<file path="src/rtl/ssd_pkg.sv">
// Shared types and constants for the seven-segment scan driver.
// Segment data is active-low {g,f,e,d,c,b,a}.
package ssd_pkg;

  typedef enum logic [1:0] {
    DIG_1 = 2'd0,
    DIG_2 = 2'd1,
    DIG_3 = 2'd2,
    DIG_4 = 2'd3
  } digit_e;

  typedef enum logic [1:0] {
    ST_OFF   = 2'd0,
    ST_BLANK = 2'd1,
    ST_SHOW  = 2'd2
  } state_e;

  localparam logic [6:0] SEG_BLANK = 7'h7F;
  localparam logic [3:0] ANODE_OFF = 4'hF;

  // Index 0 is the rightmost element of the concatenation.
  localparam logic [15:0][6:0] GLYPHS = {
    7'h0E, 7'h06, 7'h21, 7'h46, 7'h03, 7'h08, 7'h10, 7'h00,
    7'h78, 7'h02, 7'h12, 7'h19, 7'h30, 7'h24, 7'h79, 7'h40
  };

  // val[3] is digit 1, matching the bit order of i_Dp and o_Anode.
  typedef struct packed {
    logic [3:0][3:0] val;
    logic [3:0]      dp;
  } snap_t;

  function automatic logic [1:0] digit_pos(digit_e d);
    return 2'd3 - d;
  endfunction

  function automatic logic [3:0] anode_sel(digit_e d);
    return ~(4'b1000 >> d);
  endfunction

endpackage

</file>
<file path="src/rtl/ssd_hex_decoder.sv">
// Hex value to active-low seven-segment glyph, with a force-blank input.
module ssd_hex_decoder
  import ssd_pkg::*;
(
  input  logic [3:0] value,
  input  logic       blank,
  output logic [6:0] cathode
);

  assign cathode = blank ? SEG_BLANK : GLYPHS[value];

endmodule

</file>
<file path="src/rtl/ssd_scan_driver.sv">
// Four-digit multiplexed seven-segment driver: per-slot dead time, per-scan
// input snapshot, optional leading-zero blanking, all outputs registered.
module ssd_scan_driver
  import ssd_pkg::*;
#(
  parameter int c_REFRESH_DIV  = 100000,
  parameter int c_BLANK_CYCLES = 16,
  parameter int c_LZ_BLANK     = 0
) (
  input  logic       i_CLK,
  input  logic       i_RST_N,
  input  logic       i_Enable,
  input  logic [3:0] i_Digit_1_val,
  input  logic [3:0] i_Digit_2_val,
  input  logic [3:0] i_Digit_3_val,
  input  logic [3:0] i_Digit_4_val,
  input  logic [3:0] i_Dp,
  output logic [3:0] o_Anode,
  output logic [6:0] o_Cathode,
  output logic       o_Dp
);

  localparam int              CW        = $clog2(c_REFRESH_DIV);
  localparam logic [CW-1:0]   CNT_LAST  = CW'(c_REFRESH_DIV - 1);
  localparam logic [CW-1:0]   CNT_BLANK = CW'(c_BLANK_CYCLES);

  state_e        state, state_nx;
  logic [CW-1:0] cnt, cnt_nx;
  digit_e        idx, idx_nx;
  snap_t         snap, snap_nx;
  logic [3:0]    anode_nx;
  logic [6:0]    cathode_nx;
  logic          dp_nx;
  logic          first_cycle;
  logic [1:0]    pos;
  logic          lz_blank;

  // OFF always leaves cnt=0 and idx=DIG_1, so it is also a slot-1 start.
  assign first_cycle = (state == ST_OFF) || (cnt == '0 && idx == DIG_1);

  always_comb begin
    cnt_nx   = cnt;
    idx_nx   = idx;
    snap_nx  = snap;
    state_nx = ST_OFF;
    if (!i_Enable) begin
      cnt_nx = '0;
      idx_nx = DIG_1;
    end else begin
      if (first_cycle) begin
        snap_nx.val = {i_Digit_1_val, i_Digit_2_val, i_Digit_3_val, i_Digit_4_val};
        snap_nx.dp  = i_Dp;
      end
      if (cnt == CNT_LAST) begin
        cnt_nx = '0;
        idx_nx = digit_e'(idx + 2'd1);
      end else begin
        cnt_nx = cnt + CW'(1);
      end
      state_nx = (cnt_nx < CNT_BLANK) ? ST_BLANK : ST_SHOW;
    end
  end

  // Outputs are computed from next-state values so they line up with cnt.
  assign pos = digit_pos(idx_nx);

  always_comb begin
    lz_blank = 1'b0;
    if (c_LZ_BLANK != 0) begin
      case (idx_nx)
        DIG_1:   lz_blank = (snap_nx.val[3]   == '0);
        DIG_2:   lz_blank = (snap_nx.val[3:2] == '0);
        DIG_3:   lz_blank = (snap_nx.val[3:1] == '0);
        default: lz_blank = 1'b0;
      endcase
    end
  end

  always_comb begin
    anode_nx = ANODE_OFF;
    dp_nx    = 1'b1;
    if (state_nx == ST_SHOW) begin
      anode_nx = anode_sel(idx_nx);
      dp_nx    = ~snap_nx.dp[pos];
    end
  end

  ssd_hex_decoder u_dec (
    .value   (snap_nx.val[pos]),
    .blank   (lz_blank || (state_nx != ST_SHOW)),
    .cathode (cathode_nx)
  );

  always_ff @(posedge i_CLK or negedge i_RST_N) begin
    if (!i_RST_N) begin
      state     <= ST_OFF;
      cnt       <= '0;
      idx       <= DIG_1;
      snap      <= '0;
      o_Anode   <= ANODE_OFF;
      o_Cathode <= SEG_BLANK;
      o_Dp      <= 1'b1;
    end else begin
      state     <= state_nx;
      cnt       <= cnt_nx;
      idx       <= idx_nx;
      snap      <= snap_nx;
      o_Anode   <= anode_nx;
      o_Cathode <= cathode_nx;
      o_Dp      <= dp_nx;
    end
  end

endmodule

</file>
<file path="config.mk">
export PLATFORM = sky130hd
export DESIGN_NAME = ssd_scan_driver
export DESIGN_NICKNAME = d
export VERILOG_FILES = /design/src/rtl/ssd_pkg.sv /design/src/rtl/ssd_hex_decoder.sv /design/src/rtl/ssd_scan_driver.sv
export SDC_FILE = /design/constraint.sdc
export NUM_CORES = 1
export LEC_CHECK = 0
export CAP_MARGIN = 20
export CORE_MARGIN = 10
export CORE_UTILIZATION = 57
export CTS_CLUSTER_DIAMETER = 50
export DETAILED_ROUTE_END_ITERATION = 10
export GPL_TIMING_DRIVEN = 1
export PLACE_DENSITY = 0.8
export SETUP_SLACK_MARGIN = 0.1
export SYNTH_ARGS = -nofsm -noshare
export SYNTH_HDL_FRONTEND = slang
export SYNTH_SLANG_ARGS = --single-unit
</file>
<file path="constraint.sdc">
create_clock -name i_CLK -period 4.8 [get_ports i_CLK]
set_clock_uncertainty 0.05 [all_clocks]
set_input_delay 0.48 -clock i_CLK [delete_from_list [all_inputs] [get_ports i_CLK]]
set_output_delay 0.48 -clock i_CLK [all_outputs]
set_load 0.05 [all_outputs]
</file>
==> run_results.csv, run 1 <==
group,metric,value,unit
clock_tree,clock_path_buffers,2,
clock_tree,root_buffer,"clkbuf_8",
status,status,"finished clean",
final_layout,drive_gt1_frac,0.155,
yosys,ys_ff_latch,53,
timing,maxSlewViolCount,0,
final_layout,num-fill-cells,486,
worst_setup_path,cp.arrival,4.00,ns
power,internal_power,810,uW
timing,setup_viol,0,
power,ir_worst_vdd,0.000171,V
yosys,synth_cell_types,63,
clock_tree,cts_made_buffers,5,
clock_tree,htreeDepth,2,
min_path,hold_class,"input port to asynchronous set/reset pin",
timing,slew-limit-headroom,0.428,
drt,drt_first_pass_iters,5,
clock_tree,cts_tree,"done",
timing,hold_viol,0,
final_layout,area_delta_synth_final,13.7,%
drt,dr.first_iter.drc_count,222,
power,p_seq_frac,0.446,
power,powerDensity,291,mW/mm^2
yosys,netlist_instances,357,
drt,num_vias,2857,
drt,drt.antenna.violating_nets,0,
placement,dpl.hpwl,5.53,mm
timing,holdWs,0.220,ns
yosys,synth_fp_nets,389,
grt,grt_start_max_net_pins,54,
die,core,0.00589,mm^2
power,pwr-share-clk,0.317,
placement,dp_slack,1.06,ns
die,io_pins,35,
worst_setup_path,crit_required,4.96,ns
grt,grt_first_pass_wirelength,13.4,mm
clock_tree,post_cts_buffers,0,
worst_setup_path,critical_path.startpoint_type,"flop",
yosys,async_reset_ff_frac,1.00,
die,fp-row-count,28,
clock_tree,ctsHoldBuffers,0,
yosys,syn_area_per_cell,9.60,um^2
grt,first_global_vias,2695,
clock_tree,clk_latency,0.31,ns
final_layout,fin_nets,406,
timing,fin_crit_sh,0.801,
power,p_sw_frac,0.285,
worst_setup_path,critPathMaxFanout,18,
timing,max_freq,260,MHz
clock_tree,cts_resized,0,
grt,antenna_found_initial,0,
power,comb_power_share,0.236,
placement,place_congestion,0.908,
job,max_cap_viol_count,0,
timing,tightest_slew,0.857,ns
die,die_area,0.00951,mm^2
clock_tree,clk_pin_slew,0.10,ns
placement,placed_cell_area,0.00373,mm^2
timing,fin_crit,3.85,ns
placement,io_buffers,34,
power,p_sw,324,uW
drt,drc,0,
timing,finalWorstSetupSlack,0.954,ns
die,initial_core_util,0.582,
worst_setup_path,critical_path_class,"flop to flop",
yosys,ys_seq_area_frac,0.391,
yosys,synth_area,0.00343,mm^2
clock_tree,cts_sinks,53,
final_layout,postLayoutCellArea,0.00390,mm^2
drt,drt_wl_total,8.07,mm
final_layout,multi_input_area,0.00189,mm^2
die,dieHeight,97.5,um
die,die_x,97.5,um
yosys,yosysWarnings,0,
yosys,synth_ff_type,"dfrtp_1",
final_layout,diodes,0,
timing,fin_tns_setup,0,ns
final_layout,seqCellArea,0.00134,mm^2
drt,drt-wirelength-per-cell,17.9,um
yosys,synth_edf_count,0,
grt,grt_usage,0.164,
grt,grt.overflow.total,0,
worst_setup_path,cp-end-kind,"flop",
timing,grt_setup_unrepaired,"no",
drt,routed_via_density,6.35,
power,p_leak,0.00157,uW
area by class of cell:
| class | instances | share of cell area |
|---|---|---|
| clock buffers | 5 | 0.0177 |
| clock inverters | 3 | 0.0167 |
| inverters | 14 | 0.0135 |
| multi-input cells | 262 | 0.485 |
| flip-flops and latches | 53 | 0.344 |
| well taps | 75 | 0.0241 |
| repair buffers | 38 | 0.0989 |
kinds of logic (layout without fill, tap and decap cells):
family	after synthesis	in the layout	share of synthesized area
AND/OR/NAND/NOR	129	129	0.195
multiplexers	21	21	0.0701
buffers and inverters	42	60	0.0573
flip-flops	53	53	0.391
adder cells (fa/ha/maj)	9	9	0.0329
XOR/XNOR	21	21	0.0537
AO/OA/AOI/OAI	82	82	0.200
worst max-delay path: stages, from the launching register on:
cell     delay [ns]
dfrtp_1        0.43
or4_4          0.56
nor4_2         0.37
and3_1         0.29
o21a_1         0.60
mux2_2         0.48
inv_1          0.10
ha_1           0.21
inv_1          0.10
nand2_1        0.07
o22ai_1        0.08
o41ai_1        0.39
stage by stage:
step	std cells	util	total power (uW)
after floorplan	357	-	709
after global placement	441	0.635	768
after detailed placement	441	0.635	778
after CTS	449	0.657	1140
after global routing	450	0.662	1180
final	450	0.662	1130
synth_stat cells, drive strengths merged (4+ instances only):
| cell type | count | share of area |
|---|---|---|
| a31o | 15 | 0.038 |
| ha | 9 | 0.033 |
| buf | 12 | 0.024 |
| nor3 | 23 | 0.039 |
| mux2i | 10 | 0.033 |
| o2bb2ai | 16 | 0.041 |
| nand4 | 7 | 0.013 |
| nand2 | 35 | 0.038 |
| inv | 13 | 0.014 |
| nor4 | 5 | 0.011 |
| a311o | 14 | 0.042 |
| a21oi | 7 | 0.010 |
| xor2 | 12 | 0.031 |
| nand3 | 13 | 0.019 |
| dfstp | 12 | 0.092 |
| and2 | 6 | 0.011 |
| and4 | 4 | 0.010 |
| nor2 | 23 | 0.025 |
| dfrtp | 41 | 0.30 |
| xnor2 | 9 | 0.023 |
| clkbuf | 16 | 0.018 |
| mux2 | 11 | 0.037 |
| o21ai | 7 | 0.014 |
power groups by stage:
stage	combinational [uW]	clock, uW	sequential, uW
final	268	360	506
after global routing	294	376	510
after CTS	267	366	505
after detailed placement	265	0	513
after global placement	257	0	511
after floorplan	202	0	507
layer usage:
layer,GRT usage,part of all wire,vias up
li1,-,-,1355
met2,0.246,0.46,105
met4,0.0570,0.017,0
met1,0.218,0.45,1382
met3,0.0469,0.074,15
met5,0,0,-
state kept, by name, indices dropped and copies added, names as in the netlist:
signal,flops
snap,20
cnt,17
o_Cathode,7
o_Anode,4
idx,2
state,2
o_Dp,1
cells in the final DEF, fill, tap and decap left out, drive strengths merged, types with 11 or more instances in the layout:
cell type,count
a311o,14
a31o,15
clkdlybuf4s50,33
dfrtp,41
dfstp,12
inv,13
mux2,11
nand2,35
nand3,13
nor2,23
nor3,23
o2bb2ai,16
xor2,12
path summary, 6_finish.rpt:
path | to | depth (start not counted) | startpoint | slack [ns]
worst max register to register | o_Cathode[0]$_DFF_PN1_ | 11 | cnt[8]$_DFF_PN0_ | 0.95
worst min-delay path | cnt[1]$_DFF_PN0_ | 2 | i_RST_N | 0.22
min in group i_CLK | snap[0]$_DFF_PN0_ | 1 | snap[0]$_DFF_PN0_ | 0.47
worst min register to register | snap[0]$_DFF_PN0_ | 1 | snap[0]$_DFF_PN0_ | 0.47
max in group asynchronous | snap[13]$_DFF_PN0_ | 2 | i_RST_N | 4.04
worst max-delay path | o_Cathode[0]$_DFF_PN1_ | 11 | cnt[8]$_DFF_PN0_ | 0.95
No activity file was read; power rests on OpenSTA's default activity.
==> run 2: changes to the inputs <==
- clock period: 4.8 -> 3.6 ns (I/O delays scaled with it)
==> run_results.csv, run 2 (same netlist as run 1, synthesis figures left out) <==
group,metric,value,unit
worst_setup_path,cp.arrival,3.65,ns
power,internal_power,1090,uW
clock_tree,cts_sinks,53,
worst_setup_path,cpLargestDelayFamily,"simple AND/OR/NAND/NOR gates",
clock_tree,clk_pin_slew,0.10,ns
grt,grt_start_max_net_pins,49,
final_layout,top_regs,"snap: 20 flops, cnt: 17 flops, o_Cathode: 7 flops",
die,io_pins,35,
die,die_x,97.5,um
grt,grt_first_pass_wirelength,13.5,mm
clock_tree,root_buffer,"clkbuf_8",
power,p_sw,430,uW
final_layout,diodes,0,
grt,grt.overflow.total,0,
power,p_seq_frac,0.444,
die,dieHeight,97.5,um
power,ir_worst_vdd,0.000302,V
worst_setup_path,crit_buf_inv,3,
worst_setup_path,crit_chain,"or4_4 -> or4_4 -> nor3_4 -> o21ai_4 -> inv_2 -> mux2i_1 -> mux2_2 -> inv_1 -> ha_1 -> inv_1 -> nor4_1 -> nor4_1 -> a31oi_1",
clock_tree,cts_tree,"done",
status,status,"finished clean",
power,pwr-share-clk,0.313,
final_layout,largest_reg_flops,20,
timing,setup_viol,0,
final_layout,final_cell_mix,"41 x dfrtp_1, 35 x nand2_1, 33 x clkdlybuf4s50_1",
clock_tree,clk_latency,0.31,ns
final_layout,post-route-util,0.679,
final_layout,mostFrequentLayoutCell,"dfrtp_1",
placement,io_buffers,34,
drt,drc,0,
drt,drt_wl_total,8.08,mm
drt,drt.antenna.violating_nets,0,
die,fp-row-count,28,
die,die_area,0.00951,mm^2
worst_setup_path,slowest_stage,"or4_4",
power,powerDensity,380,mW/mm^2
timing,max_freq,288,MHz
timing,slew-limit-headroom,0.455,
min_path,hold_class,"input port to asynchronous set/reset pin",
timing,holdWs,0.0414,ns
timing,maxSlewViolCount,0,
grt,antenna_found_initial,0,
grt,grt_usage,0.165,
grt,first_global_vias,2650,
worst_setup_path,critPathMaxFanout,6,
timing,hold_viol,0,
die,initial_core_util,0.582,
worst_setup_path,critical_path_class,"flop to flop",
power,comb_power_share,0.243,
timing,fin_crit,3.47,ns
final_layout,fin_nets,416,
final_layout,drive_gt1_frac,0.184,
drt,drt-wirelength-per-cell,17.6,um
power,p_sw_frac,0.283,
clock_tree,clock_path_buffers,2,
timing,fin_crit_sh,0.963,
die,core,0.00589,mm^2
timing,tightest_slew,0.818,ns
worst_setup_path,max_stage_delay,0.59,ns
final_layout,area_delta_synth_final,16.6,%
timing,fin_tns_setup,0,ns
placement,dpl.hpwl,5.56,mm
job,max_cap_viol_count,0,
worst_setup_path,cp-end-kind,"flop",
power,p_leak,0.00163,uW
worst_setup_path,critical_path.startpoint_type,"flop",
power,power,1520,uW
drt,num_vias,2902,
final_layout,regMostFlops,"snap",
placement,place_congestion,0.883,
clock_tree,htreeDepth,2,
drt,dr.first_iter.drc_count,318,
drt,routed_via_density,6.31,
worst_setup_path,crit_required,3.78,ns
final_layout,num-fill-cells,441,
timing,grt_setup_unrepaired,"yes",
clock_tree,cts_made_buffers,5,
drt,drt_first_pass_iters,5,
[run 2: per-layer routing]
metal | wire length, um | up-vias | global-route usage | share of wire
met2 | 3720 | 122 | 0.250 | 0.46
met4 | 95 | 0 | 0.0436 | 0.012
met5 | 0 | - | 0 | 0
met1 | 3710 | 1390 | 0.226 | 0.46
li1 | - | 1378 | - | -
met3 | 558 | 12 | 0.0427 | 0.069
[run 2: power groups by stage]
stage	clock network (uW)	logic, uW	registers, uW
2_1_floorplan	0	269	677
3_3_place_gp	0	348	682
3_5_place_dp	0	362	685
4_1_cts	483	364	673
5_1_grt	504	403	684
6_report	476	369	674
[run 2: final timing paths]
| path | to | slack, ns | start | cells after the start |
|---|---|---|---|---|
| hold / removal | snap[2]$_DFF_PN0_ | 0.04 | i_RST_N | 1 |
| max in group asynchronous | o_Cathode[6]$_DFF_PN1_ | 2.65 | i_RST_N | 2 |
| setup / recovery | o_Cathode[3]$_DFF_PN1_ | 0.13 | cnt[8]$_DFF_PN0_ | 13 |
| setup reg to reg | o_Cathode[3]$_DFF_PN1_ | 0.13 | cnt[8]$_DFF_PN0_ | 13 |
| hold reg to reg | snap[2]$_DFF_PN0_ | 0.45 | snap[2]$_DFF_PN0_ | 1 |
| min in group i_CLK | snap[2]$_DFF_PN0_ | 0.45 | snap[2]$_DFF_PN0_ | 1 |
[run 2: per-stage QoR]
stage | std cells | setup WS [ns] | cell area [um^2]
floorplan | 357 | 0.174 | 3430
global placement | 451 | 0.262 | 3820
detailed placement | 451 | 0.235 | 3820
CTS | 459 | 0.198 | 3960
global route | 460 | 0.0129 | 4000
finish | 460 | 0.133 | 4000
[run 2: area by class of cell]
type	instances	area (um^2)	share of cell area
Clock inverter	3	65.1	0.0163
Sequential cell	53	1340	0.336
Inverter	14	52.6	0.0131
Clock buffer	5	68.8	0.0172
Tap cell	75	93.8	0.0235
Multi-Input combinational cell	262	1920	0.480
Timing Repair Buffer	48	457	0.114
[run 2: what timing repair did]
item / in CTS / in global routing
setup endpoints to repair: 0 / 4
hold buffers: 0 / 0
buffers inserted: 0 / 1
gates resized for setup: 0 / 7
[run 2: worst reg2reg max path, delay by kind of cell (launching register included)]
family,cells,cell delay (ns)
compound gates,2,0.28
fa+ha+maj,1,0.25
buf+inv,3,0.32
flops,1,0.43
mux,2,0.40
simple gates,5,1.68
